## src/rtl/alu_pkg.sv

```systemverilog
// alu_pkg: opcode, command and sequencer-state types shared by the ALU command sequencer.
package alu_pkg;
  typedef enum logic [3:0] {
    ADD  = 4'b0000,
    SUB  = 4'b0001,
    TWOS = 4'b0010,
    OR   = 4'b0011,
    AND  = 4'b0100,
    XOR  = 4'b0101,
    NOT  = 4'b0110,
    SLL  = 4'b0111,
    SRL  = 4'b1000,
    ASR  = 4'b1001,
    ASL  = 4'b1010
  } alu_op_e;
  localparam logic [3:0] ALU_OP_MAX = 4'b1010;
  typedef struct packed {
    logic [2:0] a;
    logic [2:0] b;
    logic [3:0] sel;
  } alu_cmd_t;
  typedef enum logic [1:0] {IDLE, WAIT, RESP} seq_state_e;
endpackage

```

## src/rtl/alu_cmd_fifo.sv

```systemverilog
// alu_cmd_fifo: DEPTH-entry command FIFO; full/empty derive from the occupancy count, pointers wrap naturally.
module alu_cmd_fifo
  import alu_pkg::*;
#(
  parameter int DEPTH = 4,
  localparam int AW = $clog2(DEPTH),
  localparam int CW = $clog2(DEPTH + 1)
) (
  input  logic          clk,
  input  logic          rst,
  input  logic          push_i,
  input  logic          pop_i,
  input  alu_cmd_t      data_i,
  output alu_cmd_t      data_o,
  output logic          full_o,
  output logic          empty_o,
  output logic [CW-1:0] count_o
);
  alu_cmd_t mem_q [DEPTH];
  logic [AW-1:0] wr_q, wr_d, rd_q, rd_d;
  logic [CW-1:0] count_q, count_d;
  logic do_push, do_pop;
  assign full_o = count_q == CW'(DEPTH);
  assign empty_o = count_q == '0;
  assign count_o = count_q;
  assign data_o = mem_q[rd_q];
  always_comb begin
    do_push = push_i && !full_o;
    do_pop = pop_i && !empty_o;
    wr_d = do_push ? wr_q + AW'(1) : wr_q;
    rd_d = do_pop ? rd_q + AW'(1) : rd_q;
    count_d = count_q + CW'(do_push) - CW'(do_pop);
  end
  always_ff @(posedge clk or posedge rst) begin
    if (rst) begin
      wr_q <= '0;
      rd_q <= '0;
      count_q <= '0;
    end else begin
      wr_q <= wr_d;
      rd_q <= rd_d;
      count_q <= count_d;
    end
  end
  always_ff @(posedge clk) begin
    if (do_push) mem_q[wr_q] <= data_i;
  end
endmodule

```

## src/rtl/alu_cmd_sequencer.sv

```systemverilog
// alu_cmd_sequencer: queues ALU commands, drives them to the ALU one at a time,
// waits SETTLE cycles and returns the captured F/V/Z strictly in command order.
module alu_cmd_sequencer
  import alu_pkg::*;
#(
  parameter int DEPTH = 4,
  parameter int SETTLE = 1,
  localparam int CW = $clog2(DEPTH + 1),
  localparam int TW = $clog2(SETTLE + 1)
) (
  input  logic          clk,
  input  logic          rst,
  input  logic          cmd_valid,
  output logic          cmd_ready,
  input  logic [2:0]    cmd_a,
  input  logic [2:0]    cmd_b,
  input  logic [3:0]    cmd_sel,
  output logic [2:0]    alu_a,
  output logic [2:0]    alu_b,
  output logic [3:0]    alu_sel,
  input  logic [4:0]    alu_f,
  input  logic          alu_v,
  input  logic          alu_z,
  output logic          rsp_valid,
  input  logic          rsp_ready,
  output logic [4:0]    rsp_f,
  output logic          rsp_v,
  output logic          rsp_z,
  output logic [3:0]    rsp_sel,
  output logic          rsp_illegal,
  output logic          busy,
  output logic [CW-1:0] cmd_count
);
  typedef struct packed {
    logic [4:0] f;
    logic       v;
    logic       z;
    logic [3:0] sel;
    logic       illegal;
  } rsp_t;
  seq_state_e state_q, state_d;
  logic [TW-1:0] tmr_q, tmr_d;
  alu_cmd_t alu_q, alu_d, head;
  rsp_t rsp_q, rsp_d;
  logic pop, full, empty;
  alu_cmd_fifo #(.DEPTH(DEPTH)) u_fifo (
    .clk    (clk),
    .rst    (rst),
    .push_i (cmd_valid && cmd_ready),
    .pop_i  (pop),
    .data_i ({cmd_a, cmd_b, cmd_sel}),
    .data_o (head),
    .full_o (full),
    .empty_o(empty),
    .count_o(cmd_count)
  );
  assign cmd_ready = !full && !rst;
  assign busy = state_q != IDLE || !empty;
  assign rsp_valid = state_q == RESP;
  assign {alu_a, alu_b, alu_sel} = alu_q;
  assign {rsp_f, rsp_v, rsp_z, rsp_sel, rsp_illegal} = rsp_q;
  always_comb begin
    state_d = state_q;
    tmr_d = tmr_q;
    alu_d = alu_q;
    rsp_d = rsp_q;
    pop = 1'b0;
    case (state_q)
      IDLE: pop = !empty;
      WAIT: begin
        tmr_d = tmr_q - TW'(1);
        if (tmr_q == TW'(1)) begin
          rsp_d = {alu_f, alu_v, alu_z, alu_q.sel, alu_q.sel > ALU_OP_MAX};
          state_d = RESP;
        end
      end
      RESP: if (rsp_ready) begin
        pop = !empty;
        state_d = IDLE;
      end
      default: state_d = IDLE;
    endcase
    // every pop, from IDLE or straight out of a handshake, starts a fresh settle window
    if (pop) begin
      alu_d = head;
      tmr_d = TW'(SETTLE);
      state_d = WAIT;
    end
  end
  always_ff @(posedge clk or posedge rst) begin
    if (rst) begin
      state_q <= IDLE;
      tmr_q <= '0;
      alu_q <= '0;
      rsp_q <= '0;
    end else begin
      state_q <= state_d;
      tmr_q <= tmr_d;
      alu_q <= alu_d;
      rsp_q <= rsp_d;
    end
  end
endmodule

```

## config.mk

```make
export PLATFORM = sky130hd
export DESIGN_NAME = alu_cmd_sequencer
export DESIGN_NICKNAME = d
export VERILOG_FILES = /design/src/rtl/alu_pkg.sv /design/src/rtl/alu_cmd_fifo.sv /design/src/rtl/alu_cmd_sequencer.sv
export SDC_FILE = /design/constraint.sdc
export NUM_CORES = 1
export LEC_CHECK = 0
export BUFFER_PORTS_ARGS = -buffer_cell sky130_fd_sc_hd__buf_2
export CORE_UTILIZATION = 27
export CTS_CLUSTER_SIZE = 20
export DETAILED_ROUTE_END_ITERATION = 10
export GPL_ROUTABILITY_DRIVEN = 0
export PLACE_DENSITY_LB_ADDON = 0.25
export SETUP_SLACK_MARGIN = 0.4
export SLEW_MARGIN = 0
export SYNTH_ARGS = -nofsm -noshare
export SYNTH_HDL_FRONTEND = slang
export SYNTH_HIERARCHICAL = 1
export SYNTH_SLANG_ARGS = --single-unit
```

## constraint.sdc

```tcl
create_clock -name clk -period 2.7 [get_ports clk]
set_clock_uncertainty 0.05 [all_clocks]
set_input_delay 0.135 -clock clk [delete_from_list [all_inputs] [get_ports clk]]
set_output_delay 0.135 -clock clk [all_outputs]
set_load 0.02 [all_outputs]
```

==> results.py, run 1 <==
metrics = {
    "synthesis": {
        "synth_xor_area_frac": 0.01181,
        "yosys_warnings": 6,
        "synth_adder_area_share": 0.03207,
        "yosys.area_share.simple": 0.05907,
        "synth_seq_area_share": 0.6751,
        "syn_area_um2": 2965,
        "syn_nets": 193,
        "synth_top_family_by_area": "multiplexers",
        "netlist_instances": 165,
        "synth_seq_cells": 72,
        "synthMuxAreaShare": 0.1633,
        "yosys.cell_types.count": 34,
        "syn_avg_cell_area_um2": 17.97,
        "synth-compound-area-share": 0.02321,
    },
    "global_routing": {
        "grt_pass1_wl_um": 8866,
        "grt-ovfl-total": 0,
        "grt_max_degree": 26,
        "grt.met2_usage": 0.1751,
        "grt_pass1_vias": 1705,
        "grt_busiest_layer": "met2",
        "grtUsageMet3": 0.03343,
        "grtUsageMet1": 0.1217,
        "grt.total_usage": 0.1056,
        "antenna_found_initial": 0,
    },
    "sta": {
        "setup_viol": 0,
        "slew_viol_final": 0,
        "setup_ws_ns": 0.4523,
        "tightest_slew_ns": 0.5997,
        "period_needed_ns": 2.248,
        "final_hold_viol_count": 0,
        "tns_ns": 0,
        "rsz0062_at_grt": "yes",
        "relSlewSlack": 0.6002,
        "fin_crit_sh": 0.8325,
        "fmax_ghz": 0.4449,
    },
    "clock_network": {
        "cts_tree": "yes",
        "insertion_delay_ns": 0.35,
        "clockRootBuffer": "clkbuf_8",
        "cts_num_sinks": 72,
        "cts.htree.levels": 3,
        "cts_buffer_depth": 2,
        "cts.reportedPaths.clkPinSlew_ns": 0.08,
        "cts_made_buffers": 9,
    },
    "power": {
        "p_sw_frac": 0.3549,
        "clockPowerShare": 0.204,
        "internal-power_uw": 2871,
        "pwr-share-seq": 0.393,
        "power_switching_uw": 1580,
        "combPwrFrac": 0.403,
        "vdd_drop_max_v": 0.0004280,
        "p_leak_uw": 0.001566,
        "power_density_nw_per_um2": 1160,
    },
    "placed_design": {
        "post-place-ws_ns": 0.3002,
        "place_area_um2": 3379,
        "place_hpwl_um": 3483,
        "port-buffer-count": 48,
    },
    "floorplan": {
        "rows": 37,
        "die_y_um": 106.8,
        "ioPinCount": 49,
        "core_um2": 10510,
        "start_util": 0.2822,
        "dieArea_um2": 11410,
        "die_x_um": 106.8,
    },
    "final_layout": {
        "syn_to_final_growth_pct": 29.41,
        "layout-drive-gt1-share": 0.4720,
        "seq_area_um2": 2006,
        "diodes": 0,
        "final_cell_mix": "48 x buf_2, 40 x edfxtp_1, 29 x dfrtp_1",
        "nFillCells": 985,
        "finalNetCount": 273,
        "multi_input_area_um2": 910.9,
        "layout_commonest_cell": "buf_2",
        "postLayoutCellArea_um2": 3837,
    },
    "setup_path": {
        "r2r_cells": 9,
        "rrSetupSlack_ns": 0.45,
        "r2r_end": "u_fifo/count_o[2]",
        "r2r-start": "u_fifo/count_o[1]",
        "arrival_ns": 2.44,
        "end_kind": "flop",
        "setup.worst_path.start_class": "flop",
        "crit_fanout": 8,
        "criticalPathCategory": "flop to flop",
        "required_ns": 2.89,
    },
    "worst_hold_path": {
        "min_from": "rsp_ready",
        "worstHoldPathCells": 3,
        "holdPathEnd": "state_q[1]",
        "hold_path.class": "input pin to flop",
    },
    "route": {
        "first_iter_violations": 55,
        "vias": 1623,
        "drc": 0,
        "wl_per_cell_um": 14.02,
        "avgViaCountPerCell": 4.205,
        "drt_pass1_iterations": 4,
        "detail-route-antenna-nets": 0,
        "drt-total-wl_um": 5410,
    },
    "flow_run": {
        "drv_cap": 0,
    },
    "outcome": {
        "status": "completed",
    },
}
per-layer routing:
layer	vias up	wire, um
li1	776	-
met1	795	2379
met2	42	2642
met3	10	261
met4	0	127
met5	-	0
critical path, stage by stage, from the launching register on:
cell     delay (ns)
dfrtp_2        0.49
buf_4          0.17
o31ai_4        0.27
inv_1          0.07
ha_1           0.27
inv_1          0.04
ha_2           0.17
fa_2           0.35
xnor2_2        0.14
xnor2_1        0.12
repair_timing:
item	4_1_cts	5_1_grt
endpoints found under the setup margin	2	2
buffers inserted	4	2
resized for setup	1	4
cloned	0	0
endpoints found under the hold margin	79	0
hold buffers	18	0
pin swaps	1	1
logic make-up after synthesis:
family / after synthesis
compound gates: 10
xor+xnor: 4
fa+ha+maj: 7
buf+inv: 19
flops: 72
mux: 30
simple gates: 23
metrics by stage:
stage,cells,hold slack (ns),power [uW],utilization
floorplan,165,-0.1118,3068,-
global placement,346,0.09708,3436,0.3216
detailed placement,346,0.09609,3465,0.3216
CTS,384,0.07946,4447,0.3618
global route,386,0.09709,4740,0.3652
finish,386,0.09276,4451,0.3652
layout make-up:
type                    instances  area share
inverters                      13     0.01337
clock buffers                   9     0.03228
well taps                     136     0.04434
multi-input cells              74      0.2374
repair buffers                 75      0.1272
clock inverters                 7     0.02282
flip-flops and latches         72      0.5227
cells in the mapped netlist (all sizes together):
cell type | n | area (um2)
or3 | 1 | 6.260
nand4bb | 2 | 22.52
nand2b | 4 | 25.02
and3b | 5 | 45.04
and2 | 1 | 6.260
edfxtp | 40 | 1201
nor2 | 3 | 11.26
clkbuf | 1 | 3.750
ha | 6 | 75.07
nand3 | 1 | 5.000
fa | 1 | 20.02
mux2 | 20 | 251.5
inv | 13 | 48.80
mux4 | 10 | 232.7
o22ai | 1 | 6.260
xnor2 | 4 | 35.03
o31ai | 2 | 15.01
o211ai | 2 | 15.01
a21o | 1 | 8.760
nor2b | 1 | 13.76
and2b | 1 | 8.760
a21oi | 1 | 5.000
o21ai | 2 | 10.01
nand2 | 2 | 7.510
nor3 | 1 | 5.000
dfrtp | 32 | 800.8
o311ai | 1 | 8.760
nor3b | 1 | 18.77
buf | 5 | 52.55
power by group through the flow:
stage / combinational, uW / clock, uW / sequential, uW
2_1_floorplan: 1110 / 0 / 1950
3_3_place_gp: 1640 / 0 / 1790
3_5_place_dp: 1660 / 0 / 1800
4_1_cts: 1760 / 935 / 1750
5_1_grt: 1960 / 985 / 1800
6_report: 1800 / 908 / 1750
flip-flops by register name (all words and copies together), names as in the netlist, 2 cells and up:
name            cells
alu_sel             4
u_fifo/rd_q         2
u_fifo/count_o      3
rsp_f               5
u_fifo/mem_q       40
alu_a               3
u_fifo/wr_q         2
state_q             2
alu_b               3
rsp_sel             4
how the worst max path moves through the flow:
stage / slack, ns / from / to / cells after the start
final: 0.45 / u_fifo/count_o[1] / u_fifo/count_o[2] / 9
after global placement: 0.36 / u_fifo/count_o[2] / u_fifo/count_o[2] / 10
after detailed placement: 0.30 / u_fifo/count_o[2] / u_fifo/count_o[2] / 10
after global routing: 0.37 / u_fifo/count_o[0] / u_fifo/count_o[2] / 11
after CTS: 0.43 / state_q[1] / u_fifo/count_o[2] / 11
after floorplan: 0.28 / u_fifo/count_o[2] / u_fifo/count_o[2] / 13
(Power assumes the default switching activity.)
==> run 2, diff against run 1 <==
- clock period: 2.7 -> 1.8 ns (I/O delays scaled with it)
==> run 2 against run 1 <==
  * The run now ends with negative setup slack left
  * Register-to-register slack got worse by 0.84 ns
  * Via count rose by 5.8%
  * Clock power rose by 24%
  * Highest routed layer unchanged
  * Setup slack got worse by 0.84 ns
  * Critical endpoint unchanged
  * Maximum frequency rose by 2.7%
==> results.py, run 2 (synthesis gave the netlist of run 1 again) <==
metrics = {
    "outcome": {
        "status": "finished with violations",
        "violations": "negative setup slack",
    },
    "setup_path": {
        "r2r-start": "u_fifo/count_o[1]",
        "arrival_ns": 2.37,
        "required_ns": 1.98,
        "r2r_cells": 10,
        "crit_fanout": 4,
        "rrSetupSlack_ns": -0.39,
        "criticalPathCategory": "flop to flop",
        "end_kind": "flop",
        "setup.worst_path.start_class": "flop",
        "r2r_end": "u_fifo/count_o[2]",
    },
    "floorplan": {
        "ioPinCount": 49,
        "die_x_um": 106.8,
        "dieArea_um2": 11410,
        "die_y_um": 106.8,
        "rows": 37,
        "start_util": 0.2822,
        "core_um2": 10510,
    },
    "sta": {
        "setup_viol": 42,
        "period_needed_ns": 2.189,
        "fmax_ghz": 0.4569,
        "rsz0062_at_grt": "yes",
        "relSlewSlack": 0.7582,
        "setup_ws_ns": -0.3888,
        "final_hold_viol_count": 0,
        "fin_crit_sh": 1.216,
        "slew_viol_final": 0,
        "tightest_slew_ns": 0.3627,
    },
    "power": {
        "power_density_nw_per_um2": 1725,
        "p_leak_uw": 0.001744,
        "vdd_drop_max_v": 0.0007094,
    },
    "clock_network": {
        "cts.reportedPaths.clkPinSlew_ns": 0.08,
        "cts_tree": "yes",
        "insertion_delay_ns": 0.34,
        "cts_num_sinks": 72,
        "cts.htree.levels": 3,
        "clockRootBuffer": "clkbuf_8",
        "cts_buffer_depth": 2,
        "cts_made_buffers": 9,
    },
    "worst_hold_path": {
        "min_from": "rsp_ready",
        "worstHoldPathCells": 4,
        "hold_path.class": "input pin to flop",
        "holdPathEnd": "state_q[1]",
    },
    "route": {
        "first_iter_violations": 54,
        "drc": 0,
        "vias": 1717,
        "avgViaCountPerCell": 4.178,
        "drt_pass1_iterations": 4,
        "drt-total-wl_um": 6193,
        "detail-route-antenna-nets": 0,
        "wl_per_cell_um": 15.07,
    },
    "final_layout": {
        "diodes": 0,
        "max_flop_register": "u_fifo/mem_q",
        "finalNetCount": 298,
        "syn_to_final_growth_pct": 41.77,
        "postLayoutCellArea_um2": 4204,
        "layout_commonest_cell": "buf_2",
        "layout-drive-gt1-share": 0.5709,
        "largest_register_ffs": 40,
        "final_cell_mix": "46 x buf_2, 40 x edfxtp_1, 29 x dfrtp_1",
    },
    "global_routing": {
        "antenna_found_initial": 0,
        "grt.total_usage": 0.1172,
        "grt_pass1_vias": 1785,
        "grt-ovfl-total": 0,
        "grt_pass1_wl_um": 9639,
        "grt_max_degree": 26,
    },
    "placed_design": {
        "post-place-ws_ns": -0.4408,
        "port-buffer-count": 48,
        "place_hpwl_um": 3823,
        "place_area_um2": 3595,
    },
    "flow_run": {
        "drv_cap": 0,
    },
}
-- run 2: how the worst max path moves through the flow --
stage	from	to	slack (ns)
after floorplan	u_fifo/count_o[2]	u_fifo/count_o[2]	-0.62
after global placement	u_fifo/count_o[2]	u_fifo/count_o[2]	-0.39
after detailed placement	u_fifo/count_o[2]	u_fifo/count_o[2]	-0.44
after CTS	u_fifo/count_o[0]	u_fifo/count_o[2]	-0.41
after global routing	u_fifo/count_o[0]	u_fifo/count_o[2]	-0.48
final	u_fifo/count_o[1]	u_fifo/count_o[2]	-0.39
-- run 2: stage by stage --
step	instances	total power, uW	utilization	setup TNS, ns	hold WS (ns)
4_1_cts	404	7113	0.3870	-2.329	0.05872
3_3_place_gp	365	5506	0.3421	-0.7747	0.04726
3_5_place_dp	365	5555	0.3421	-1.444	0.04005
2_1_floorplan	165	4656	-	-1.385	-0.1568
5_1_grt	411	7738	0.4000	-7.644	0.1757
6_report	411	7254	0.4000	-5.574	0.1594
-- run 2: where the power goes --
| group | internal [uW] | leakage [uW] | switching (uW) | total, uW |
|---|---|---|---|---|
| Sequential | 2240 | 0.000735 | 316 | 2560 |
| Combinational | 1950 | 0.000922 | 1610 | 3560 |
| Clock | 508 | 0.0000870 | 624 | 1130 |
| Total | 4710 | 0.00174 | 2550 | 7250 |
-- run 2: per-layer routing --
metal	routed length, um	GRT usage	vias to the layer above	share of wire
met5	0	0	-	0
met4	121	0.06164	0	0.020
met3	200	0.02857	10	0.032
met2	3015	0.1903	42	0.49
met1	2856	0.1443	843	0.46
li1	-	-	822	-
-- run 2: repair_timing --
item,CTS,global route
cloned,1,1
hold buffers,18,0
pin swaps,3,4
resized for setup,19,20
endpoints found under the setup margin,71,70
buffers inserted,4,6
hold endpoints to repair,79,0
-- run 2: cell type report --
cell class / count / area, um2
fill: 954 / 6305
clock inverter: 6 / 43.79
sequential: 72 / 2006
inverter: 13 / 51.30
multi-input combinational: 75 / 1023
tap: 136 / 170.2
timing repair buffer: 99 / 782.0
clock buffer: 10 / 127.6
-- run 2: critical path: stages, from the launching register on --
cell and delay, ns:
dfrtp_2 0.44, buf_4 0.15, nor3b_4 0.25, buf_4 0.16
nand2b_4 0.12, ha_4 0.13, inv_2 0.04, ha_4 0.14
fa_2 0.34, xnor2_2 0.14, xnor2_1 0.12
